## src/rtl/encrypt_buffer_if.sv

```systemverilog
// Byte-in / block-out bus of the encrypt buffer: control-unit byte stream,
// back-pressure, and the 128-bit block handshake toward the AES core.
interface encrypt_buffer_if;
  logic [7:0]   write;
  logic         write_enable;
  logic         eop_enable;
  logic         encrypt_full;
  logic [127:0] block;
  logic         block_valid;
  logic         block_ready;
  logic [4:0]   block_len;
  logic         block_last;
  logic         overflow;

  modport master (
    output write, write_enable, eop_enable, block_ready,
    input  encrypt_full, block, block_valid, block_len, block_last, overflow
  );

  modport slave (
    input  write, write_enable, eop_enable, block_ready,
    output encrypt_full, block, block_valid, block_len, block_last, overflow
  );
endinterface

```

## src/rtl/encrypt_buffer.sv

```systemverilog
// Packs a byte stream MSB-first into zero-padded 128-bit blocks and hands them
// to the AES core through a one-block holding register.
module encrypt_buffer (
  input  logic           clk,
  input  logic           rst,
  encrypt_buffer_if.slave bus
);

  typedef enum logic [0:0] {
    ASM_OPEN   = 1'b0,
    ASM_SEALED = 1'b1
  } asm_state_t;

  asm_state_t   state_r;
  asm_state_t   state_nxt_s;
  logic [127:0] asm_data_r;
  logic [127:0] asm_data_nxt_s;
  logic [4:0]   asm_cnt_r;
  logic [4:0]   asm_cnt_nxt_s;
  logic         asm_last_r;
  logic         asm_last_nxt_s;

  logic [127:0] block_r;
  logic [4:0]   block_len_r;
  logic         block_last_r;
  logic         block_valid_r;
  logic         overflow_r;

  logic         sealed_s;
  logic         accept_wr_s;
  logic         accept_eop_s;
  logic         transfer_s;
  logic         drain_s;
  logic         reject_s;

  // Unwritten lanes are always zero, so a byte can be OR-ed into its lane.
  function automatic logic [127:0] place_byte(input logic [7:0] b, input logic [3:0] lane);
    place_byte = {b, 120'd0} >> {lane, 3'b000};
  endfunction

  // Handshake qualifiers shared by the assembly and holding sides.
  always_comb begin
    sealed_s     = (state_r == ASM_SEALED);
    accept_wr_s  = bus.write_enable & ~sealed_s;
    accept_eop_s = bus.eop_enable & ~sealed_s;
    reject_s     = sealed_s & (bus.write_enable | bus.eop_enable);
    transfer_s   = sealed_s & (~block_valid_r | bus.block_ready);
    drain_s      = block_valid_r & bus.block_ready & ~transfer_s;
  end

  // Assembly next-state: fill lanes, seal on 16th byte or EOP, clear on transfer.
  always_comb begin
    state_nxt_s    = state_r;
    asm_data_nxt_s = asm_data_r;
    asm_cnt_nxt_s  = asm_cnt_r;
    asm_last_nxt_s = asm_last_r;
    case (state_r)
      ASM_OPEN: begin
        if (accept_wr_s) begin
          asm_data_nxt_s = asm_data_r | place_byte(bus.write, asm_cnt_r[3:0]);
          asm_cnt_nxt_s  = asm_cnt_r + 5'd1;
        end else begin
          asm_data_nxt_s = asm_data_r;
          asm_cnt_nxt_s  = asm_cnt_r;
        end
        // An EOP riding on the 16th byte still marks the block as last.
        if (accept_eop_s || (accept_wr_s && (asm_cnt_r == 5'd15))) begin
          state_nxt_s    = ASM_SEALED;
          asm_last_nxt_s = accept_eop_s;
        end else begin
          state_nxt_s    = ASM_OPEN;
          asm_last_nxt_s = asm_last_r;
        end
      end
      ASM_SEALED: begin
        if (transfer_s) begin
          state_nxt_s    = ASM_OPEN;
          asm_data_nxt_s = 128'd0;
          asm_cnt_nxt_s  = 5'd0;
          asm_last_nxt_s = 1'b0;
        end else begin
          state_nxt_s    = ASM_SEALED;
        end
      end
      default: begin
        state_nxt_s    = ASM_OPEN;
        asm_data_nxt_s = 128'd0;
        asm_cnt_nxt_s  = 5'd0;
        asm_last_nxt_s = 1'b0;
      end
    endcase
  end

  // Assembly state register.
  always_ff @(posedge clk) begin
    if (rst) begin
      state_r    <= ASM_OPEN;
      asm_data_r <= 128'd0;
      asm_cnt_r  <= 5'd0;
      asm_last_r <= 1'b0;
    end else begin
      state_r    <= state_nxt_s;
      asm_data_r <= asm_data_nxt_s;
      asm_cnt_r  <= asm_cnt_nxt_s;
      asm_last_r <= asm_last_nxt_s;
    end
  end

  // Holding register: refill on transfer (even while draining), else drain.
  always_ff @(posedge clk) begin
    if (rst) begin
      block_r       <= 128'd0;
      block_len_r   <= 5'd0;
      block_last_r  <= 1'b0;
      block_valid_r <= 1'b0;
    end else if (transfer_s) begin
      block_r       <= asm_data_r;
      block_len_r   <= asm_cnt_r;
      block_last_r  <= asm_last_r;
      block_valid_r <= 1'b1;
    end else if (drain_s) begin
      block_valid_r <= 1'b0;
    end else begin
      block_valid_r <= block_valid_r;
    end
  end

  // Sticky overflow for input offered while sealed.
  always_ff @(posedge clk) begin
    if (rst) begin
      overflow_r <= 1'b0;
    end else begin
      overflow_r <= overflow_r | reject_s;
    end
  end

  assign bus.encrypt_full = sealed_s;
  assign bus.block        = block_r;
  assign bus.block_valid  = block_valid_r;
  assign bus.block_len    = block_len_r;
  assign bus.block_last   = block_last_r;
  assign bus.overflow     = overflow_r;

endmodule
```

## src/flat_wrapper.sv

```systemverilog
// flat-port wrapper written by rule: the top's interface ports become plain ports
module encrypt_buffer_flat 
  (clk, rst, bus_write, bus_write_enable, bus_eop_enable, bus_block_ready, bus_encrypt_full, bus_block, bus_block_valid, bus_block_len, bus_block_last, bus_overflow);
  encrypt_buffer_if bus_i ();
  input  logic clk;
  input  logic rst;
  input wire logic [$bits(bus_i.write)-1:0] bus_write;
  input wire logic [$bits(bus_i.write_enable)-1:0] bus_write_enable;
  input wire logic [$bits(bus_i.eop_enable)-1:0] bus_eop_enable;
  input wire logic [$bits(bus_i.block_ready)-1:0] bus_block_ready;
  output wire logic [$bits(bus_i.encrypt_full)-1:0] bus_encrypt_full;
  output wire logic [$bits(bus_i.block)-1:0] bus_block;
  output wire logic [$bits(bus_i.block_valid)-1:0] bus_block_valid;
  output wire logic [$bits(bus_i.block_len)-1:0] bus_block_len;
  output wire logic [$bits(bus_i.block_last)-1:0] bus_block_last;
  output wire logic [$bits(bus_i.overflow)-1:0] bus_overflow;
  assign bus_i.write = bus_write;
  assign bus_i.write_enable = bus_write_enable;
  assign bus_i.eop_enable = bus_eop_enable;
  assign bus_i.block_ready = bus_block_ready;
  assign bus_encrypt_full = bus_i.encrypt_full;
  assign bus_block = bus_i.block;
  assign bus_block_valid = bus_i.block_valid;
  assign bus_block_len = bus_i.block_len;
  assign bus_block_last = bus_i.block_last;
  assign bus_overflow = bus_i.overflow;
  encrypt_buffer u_core (.clk(clk), .rst(rst), .bus(bus_i));
endmodule
```

## config.mk

```make
export PLATFORM = sky130hd
export DESIGN_NAME = encrypt_buffer_flat
export DESIGN_NICKNAME = d
export VERILOG_FILES = /design/src/rtl/encrypt_buffer_if.sv /design/src/rtl/encrypt_buffer.sv /design/src/flat_wrapper.sv
export SDC_FILE = /design/constraint.sdc
export NUM_CORES = 1
export LEC_CHECK = 0
export ABC_CLOCK_PERIOD_IN_PS = 2200
export CAP_MARGIN = 20
export CORE_MARGIN = 5
export CORE_UTILIZATION = 35
export CTS_BUF_LIST = sky130_fd_sc_hd__clkbuf_8
export DETAILED_ROUTE_END_ITERATION = 6
export GPL_ROUTABILITY_DRIVEN = 1
export PLACE_DENSITY = 0.57
export SLEW_MARGIN = 40
export SYNTH_ARGS = -nofsm -noshare
export SYNTH_HDL_FRONTEND = slang
export SYNTH_SLANG_ARGS = --single-unit
export TNS_END_PERCENT = 1
```

## constraint.sdc

```tcl
create_clock -name clk -period 2.2 [get_ports clk]
set_input_delay 0.22 -clock clk [delete_from_list [all_inputs] [get_ports clk]]
set_output_delay 0.22 -clock clk [all_outputs]
set_load 0.005 [all_outputs]
```

# --- Word-level counts from Yosys, hierarchy flattened ---
# Cells that the tools add are included.
totals:
  word_cells: 47
  output_inout_bits: 137
  reg_bits: 271
  inputBits: 13
op_classes:
  n_reduce_logical: 5
  shifts: 1
  bitwise_logic: 13
  eq_ne: 4
  n_addsub: 1
  n_mux: 14
op_table:
  columns: ["cell", "n"]
  rows:
  - ["128-bit two-way mux", 2]
  - ["128-bit one-hot mux with 2 select lines", 1]
  - ["128-bit OR", 1]
  - ["128-bit by 7-bit >> shifter with 128-bit output", 1]
  - ["5-bit two-way mux", 2]
  - ["5-bit one-hot mux with 2 select lines", 1]
  - ["1-bit AND", 6]
  - ["1-bit two-way mux", 6]
  - ["5-bit by 1-bit adder with 5-bit output, second input constant", 1]
  - ["5-bit by 4-bit equality test with 1-bit output, second input constant", 1]
  - ["2-bit inequality test, second input constant", 2]
  - ["1-bit one-hot mux with 2 select lines", 2]
  - ["2-bit AND reduction", 2]
  - ["1-bit NOT", 3]
  - ["1-bit OR", 3]
  - ["2-bit by 1-bit inequality test with 1-bit output, second input constant", 1]
  - ["2-bit nonzero test", 1]
  - ["1-bit logical AND", 1]
  - ["1-bit logical OR", 1]

# --- Logic depth before layout (Yosys ltp) ---
logic_depth:
  depth_word: 7
  mapped_depth: 7
  depth_no_buf: 6

# --- Worst setup path before layout ---
# Ideal clock, no wire load.
synth_path:
  path_type: "flip-flop to flip-flop"
  from: "register u_core.state_r (netlist: u_core.bus.encrypt_full)"
  to: "register u_core.asm_data_r[86]"
  setup_time_ns: 0.115
  path_stages_with_launch: 7
  arrival_time_ns: 1.249
  setup_slack_ns: 0.836
  n_path_buf: 3
  t_required_ns: 2.085
  period_less_slack_ns: 1.364
  cell_sequence: "dfxtp_1 buf_4 and4bb_2 buf_4 buf_4 a31oi_1 nor2_1"
synth_between:
  elab_chain_len: 4
  elab_cells_between_ends: 7
  classes_between: "2 x eq/ne; 1 x mux; 3 x bitwise; 1 x reduce/logical"
synth_lines:
  columns: ["item", "line_no", "source"]
  rows:
  - ["from (decl)", "encrypt_buffer.sv:14", "asm_state_t state_r;"]
  - ["from (signal assigned)", "encrypt_buffer.sv:102", "state_r <= state_nxt_s;"]
  - ["1-bit NOT", "encrypt_buffer.sv:44, encrypt_buffer.sv:57", null]
  - ["1-bit AND", "encrypt_buffer.sv:44", "accept_wr_s = bus.write_enable & ~sealed_s;"]
  - ["2-bit by 1-bit inequality test with 1-bit output (no source line)", null, null]
  - ["2-bit AND reduction (no source line)", null, null]
  - ["to (signal assigned)", "encrypt_buffer.sv:103", "asm_data_r <= asm_data_nxt_s;"]
  - ["to (decl)", "encrypt_buffer.sv:16", "logic [127:0] asm_data_r;"]
# Parallel ways exist; a longest one is shown, timed or not.
# A chain may end at the register's enable or synchronous reset.

# --- Worst setup path after layout ---
layout_path:
  from: "register u_core.state_r (netlist: u_core.bus.encrypt_full)"
  to: "output bus_encrypt_full"
layout_lines:
  columns: ["item", "line_no", "source"]
  rows:
  - ["to (decl)", "flat_wrapper.sv:11", "output wire logic [$bits(bus_i.encrypt_full)-1:0] bus_encrypt_full;"]
# No word-level cell between the ends.

==> results.py <==
metrics = {
    "placement": {
        "placed_cell_area_um2": 11600,
        "dpl.cell_count": 1567,
        "pre_cts_ws_ns": 0.419,
        "dp_hpwl_um": 19600,
        "gp_congestion": 0.806,
        "io_buffers": 149,
    },
    "timing": {
        "finalHoldViolations": 0,
        "fin_skew_ns": 0.0120,
        "fin_crit_ns": 1.95,
        "maxSlewHeadroom": 0.449,
        "timing.setup.tns_ns": 0,
        "tightest_slew_ns": 0.825,
        "fin_crit_sh": 0.888,
        "worst_slack_ns": 0.247,
        "setup_viol": 0,
        "rsz0062_at_grt": "no",
        "slew_violations": 0,
        "max_freq_mhz": 512,
    },
    "synthesis": {
        "async_reset_ff_frac": 0,
        "syn_area_per_cell_um2": 8.68,
        "syn_area_um2": 9730,
        "synth_cell_type_count": 33,
        "synthSimpleGateAreaFrac": 0.145,
        "synth_xor_area_frac": 0,
        "synthFlopType": "dfxtp_1",
        "synth_edf_count": 0,
        "seq_area_frac_synth": 0.557,
        "synth_top_family_by_area": "compound AO/OA/AOI/OAI gates",
        "synth_warnings": 0,
        "syn_inst": 1121,
        "synthMuxAreaShare": 0,
        "ys_ff_latch": 271,
        "syn_nets": 1136,
        "synth-compound-area-share": 0.229,
        "yosys.area_share.adder": 0.00257,
    },
    "hold_path": {
        "hp-start": "rst",
        "hold_path_depth": 3,
        "hold_class": "input pin to flip-flop",
        "min_to": "u_core.asm_cnt_r[2]",
    },
    "cts": {
        "root_buffer": "clkbuf_8",
        "cts_buffers": 46,
        "insertion_delay_ns": 0.54,
        "post-cts-setup-buffers": 0,
        "h-tree-depth": 2,
        "clk_path_buf_depth": 3,
        "postCtsResizedCells": 0,
        "cts_tree": "built",
        "clock_sinks": 271,
        "ctsHoldBuffers": 0,
        "clk_pin_slew_ns": 0.06,
    },
    "final_layout": {
        "stdcell_count": 1645,
        "final_area_um2": 12500,
        "n_antenna_cell": 0,
        "final_cell_mix": "dfxtp_1 (270), a21oi_1 (172), clkdlybuf4s50_1 (148)",
        "final_nets": 1252,
        "fillers": 2796,
        "area_growth_pct": 28.4,
        "drive_above_1_share": 0.0979,
        "layout_commonest_cell": "dfxtp_1",
    },
    "worst_setup_path": {
        "reg2reg_depth": 3,
        "slowest_stage": "dfxtp_4",
        "start_kind": "flip-flop",
        "worstPathMaxFanout": 31,
        "path_buf_inv": 1,
        "regToRegEndpoint": "u_core.asm_data_r[79]",
        "cpPeakStageDelay_ns": 0.60,
        "crit_path_end_kind": "output port",
        "critical_path.top_delay_family": "flip-flops",
        "crit_type": "flip-flop to output port",
        "r2r_slack_ns": 0.49,
        "crit_chain": "clkdlybuf4s50_1",
        "required_ns": 1.98,
        "rr_startpoint": "u_core.asm_cnt_r[2]",
        "arrival_ns": 1.73,
    },
    "detailed_routing": {
        "first_pass_iters": 5,
        "drtIter0Drc": 746,
        "viasPerCell": 5.32,
        "totalWireLength_um": 31200,
        "ant_nets": 0,
        "drc_errors": 0,
        "wire_per_inst_um": 19.0,
        "route.vias.total": 8747,
    },
    "global_route": {
        "grt_pass1_vias": 8413,
        "grt_max_degree": 142,
        "antenna_found_initial": 0,
        "grt.total_usage": 0.191,
        "grt_pass1_wl_um": 47700,
        "grt_overflow": 0,
    },
    "pwr": {
        "cellLeakagePower_uw": 0.00426,
        "power_uw": 10100,
        "p_per_area_nw_per_um2": 805,
        "ir_drop_uv": 330,
    },
    "floorplanning": {
        "die_w_um": 177,
        "coreArea_um2": 27600,
        "row_count": 61,
        "ios": 150,
        "start_util": 0.352,
        "die_area_um2": 31200,
        "die_h_um": 177,
    },
    "flow_run": {
        "cap_violations": 0,
    },
    "run_status": {
        "outcome": "finished, final reports clean",
    },
}
power by group:
part	leakage (uW)	switching, uW	internal, uW	total [uW]
Sequential	0.00218	37.1	4940	4980
Clock	0.000523	1940	2450	4390
Combinational	0.00156	503	185	688
Total	0.00426	2480	7580	10100
synthesized netlist by cell type, types with 2 or more instances:
cell type  count  area share
o211ai_1       3      0.0023
nand2b_1       3      0.0019
dfxtp_1      271        0.56
clkbuf_2       6      0.0031
buf_4         20       0.015
nand3_1      135       0.069
and3_1         9      0.0058
a31oi_1       97       0.062
and4bb_2       2      0.0026
nand2_1        2     0.00077
clkbuf_1      67       0.026
ha_1           2      0.0026
nor2_1       129       0.050
o21ai_0      137       0.070
buf_2         31       0.016
inv_1          4      0.0015
nor2b_1       13      0.0084
buf_6          2      0.0023
a21oi_1      172       0.088
buf_1          3      0.0012
state kept, by name (all words and copies together) (netlist names):
signal,cells
u_core.bus.block_last,1
u_core.asm_last_r,1
u_core.bus.encrypt_full,1
u_core.bus.overflow,1
u_core.bus.block_len,5
u_core.asm_cnt_r,5
u_core.bus.block,128
u_core.bus.block_valid,1
u_core.asm_data_r,128
layer usage:
metal | global-route usage | routed length (um) | vias up
met5 | 0 | 0 | -
met4 | 0.0638 | 857 | 0
met3 | 0.0387 | 2120 | 58
met2 | 0.289 | 14000 | 318
met1 | 0.273 | 14300 | 4160
li1 | - | - | 4211
worst reg2reg max path, stage by stage, from the launching register on:
cell and delay, ns:
dfxtp_1 0.68, and2_1 0.68, a31oi_1 0.18, nor2_1 0.11
per-stage QoR:
| step | utilization | hold WS (ns) |
|---|---|---|
| floorplan | - | 0.369 |
| detailed placement | 0.419 | 0.441 |
| finish | 0.452 | 0.0746 |
| global route | 0.452 | 0.0711 |
| CTS | 0.452 | 0.0423 |
| global placement | 0.419 | 0.439 |
how the worst max path moves through the flow:
stage	start	to	slack, ns	depth (start not counted)
after floorplan	u_core.bus.encrypt_full	u_core.asm_data_r[86]	0.84	6
after global placement	u_core.asm_cnt_r[2]	u_core.asm_data_r[124]	0.30	3
after detailed placement	bus_write_enable	u_core.asm_cnt_r[3]	0.42	4
after CTS	u_core.bus.encrypt_full	bus_encrypt_full	0.22	1
after global routing	u_core.bus.encrypt_full	bus_encrypt_full	0.17	1
final	u_core.bus.encrypt_full	bus_encrypt_full	0.25	1
area by class of cell:
cell class	count	area [um^2]	share of cell area
Clock buffer	61	840	0.0672
Clock inverter	17	68.8	0.00551
Inverter	5	20.0	0.00160
Multi-Input combinational cell	716	3700	0.296
Sequential cell	271	5430	0.435
Tap cell	378	473	0.0379
Timing Repair Buffer	197	1960	0.157
cell families after synthesis:
group                      after synthesis
DFF                                    271
adders and majority gates                2
and+or+nand+nor                        299
AOI/OAI and AO/OA                      415
buffers and inverters                  134
Power figures use the tool's default switching activity.
==> patch: new RTL, same flow settings <==
Make the reset (`rst`) asynchronous in 3 clocked blocks.
--- a/src/rtl/encrypt_buffer.sv
+++ b/src/rtl/encrypt_buffer.sv
@@ -92,7 +92,7 @@
   end
 
   // Assembly state register.
-  always_ff @(posedge clk) begin
+  always_ff @(posedge clk or posedge rst) begin
     if (rst) begin
       state_r    <= ASM_OPEN;
       asm_data_r <= 128'd0;
@@ -107,7 +107,7 @@
   end
 
   // Holding register: refill on transfer (even while draining), else drain.
-  always_ff @(posedge clk) begin
+  always_ff @(posedge clk or posedge rst) begin
     if (rst) begin
       block_r       <= 128'd0;
       block_len_r   <= 5'd0;
@@ -126,7 +126,7 @@
   end
 
   // Sticky overflow for input offered while sealed.
-  always_ff @(posedge clk) begin
+  always_ff @(posedge clk or posedge rst) begin
     if (rst) begin
       overflow_r <= 1'b0;
     end else begin
Behaviour: differs if rst is asserted again (counterexample within 4 cycles, from zero or initial values and one cycle with rst high); with rst held inactive, the same outputs for 4 cycles.
==> patch against the original RTL <==
  * Area after synthesis up 2.1%
  * Largest cell class unchanged
  * Critical path depth unchanged
  * Count of clock-buffer cells in the layout down 4
  * Design area up 4.8%
  * Via count down 28%
  * Routed wire length down 19%
  * Clock skew up 0.0038 ns
  * Worst setup slack worse by 0.021 ns
  * First-iteration DRC count down 35%
  * Maximum frequency down 1.1%
  * Sequential cell count unchanged
  * Synthesized cell count down 43%
  * Critical path type unchanged
Power is not compared: it rests on default switching activity, and its combinational part moved more than twofold at a synthesized area within 25%.
==> patch: results (changes against the original RTL) <==
grt:
  grt_pass1_vias: 6857  # -18%
  grtUsageTotal_pct: 16.06  # -3.0 points
  grt_start_max_net_pins: 72  # -49%
logic_synthesis:
  synth.area.top_cells: "dfrtp_1 (68%), mux2_2 (15%), a22o_1 (11%), clkbuf_1 (0.98%), buf_2 (0.60%)"
  synth_flop_cell: "dfrtp_1"
  synth_compound_area_share_pct: 12.08  # -11 points
  synthArstFlopShare_pct: 100.0  # +100 points
  yosysSeqAreaShare_pct: 68.22  # +12 points
  synth_cell_types: 27  # -18%
  syn_area_per_cell_um2: 15.58  # +79%
route:
  wl_per_cell_um: 20.38  # +7.4%
  dr.first_iter.drc_count: 485  # -35%
final_layout:
  nClkBuffers: 57  # -6.6%
  fillers: 2513  # -10%
  clkCellAreaFrac_pct: 6.958  # -0.31 points
  buffer_area_share_pct: 14.91  # -0.79 points
  drive_gt1_share_pct: 29.48  # +20 points
  layout.nets: 844  # -33%
  multi_input_area_share_pct: 22.52  # -7.1 points
  fin_area_mm2: 0.01309  # +4.8%
placed_design:
  numPlacedInstances: 1159  # -26%
  dp_hpwl_mm: 16.23  # -17%
  pre_cts_slack_ns: 0.2055  # -0.2138 ns
  placed_cell_area_mm2: 0.01218  # +5.1%
worst_hold_path:
  hold_class: "primary input to asynchronous set/reset pin"
critical_path:
  r2r_slack_ns: 0.37  # -0.12 ns
  reg2reg_from: "u_core.bus.encrypt_full$_DFF_PP0_"
  max_stage_delay_ns: 0.62  # +0.02 ns
  slowest_stage: "dfrtp_1"
timing:
  worstMarginPinSlew_ns: 0.6735  # -0.1519 ns
  post-route-min-period_ns: 1.974  # +0.02113 ns
  hold_slack_ns: 0.02607  # -0.04853 ns
run_status:
  status: "completed"
## patch: changes by cell type in the layout (fill, tap and decap cells not counted), sizes merged, moves of 8 or more
| cell | before | now |
|---|---|---|
| dfrtp | 0 | 271 |
| dfxtp | 271 | 0 |
| a21oi | 172 | 1 |
| nand3 | 135 | 0 |
| o21ai | 138 | 3 |
| mux2 | 0 | 134 |
| a22o | 0 | 128 |
| nor2 | 129 | 15 |
| a31oi | 97 | 0 |
| nor2b | 13 | 0 |
| and3 | 9 | 1 |
| clkinv | 2 | 10 |
## patch: layer usage
metal / vias up / track usage (%) / part of all wire, % / routed length [um]
li1: 2734 / - / - / -
met1: 3317 / 22.60 / 46 / 11740
met2: 176 / 25.19 / 46 / 11770
met3: 30 / 3.964 / 5.8 / 1478
met4: 0 / 3.870 / 1.3 / 340
met5: - / 0 / 0 / 0
## patch: worst reg2reg max path: stages (launching register included)
cell and delay (ns):
dfrtp_1 0.54, or4b_4 0.60, nor2_2 0.41, a22o_1 0.21
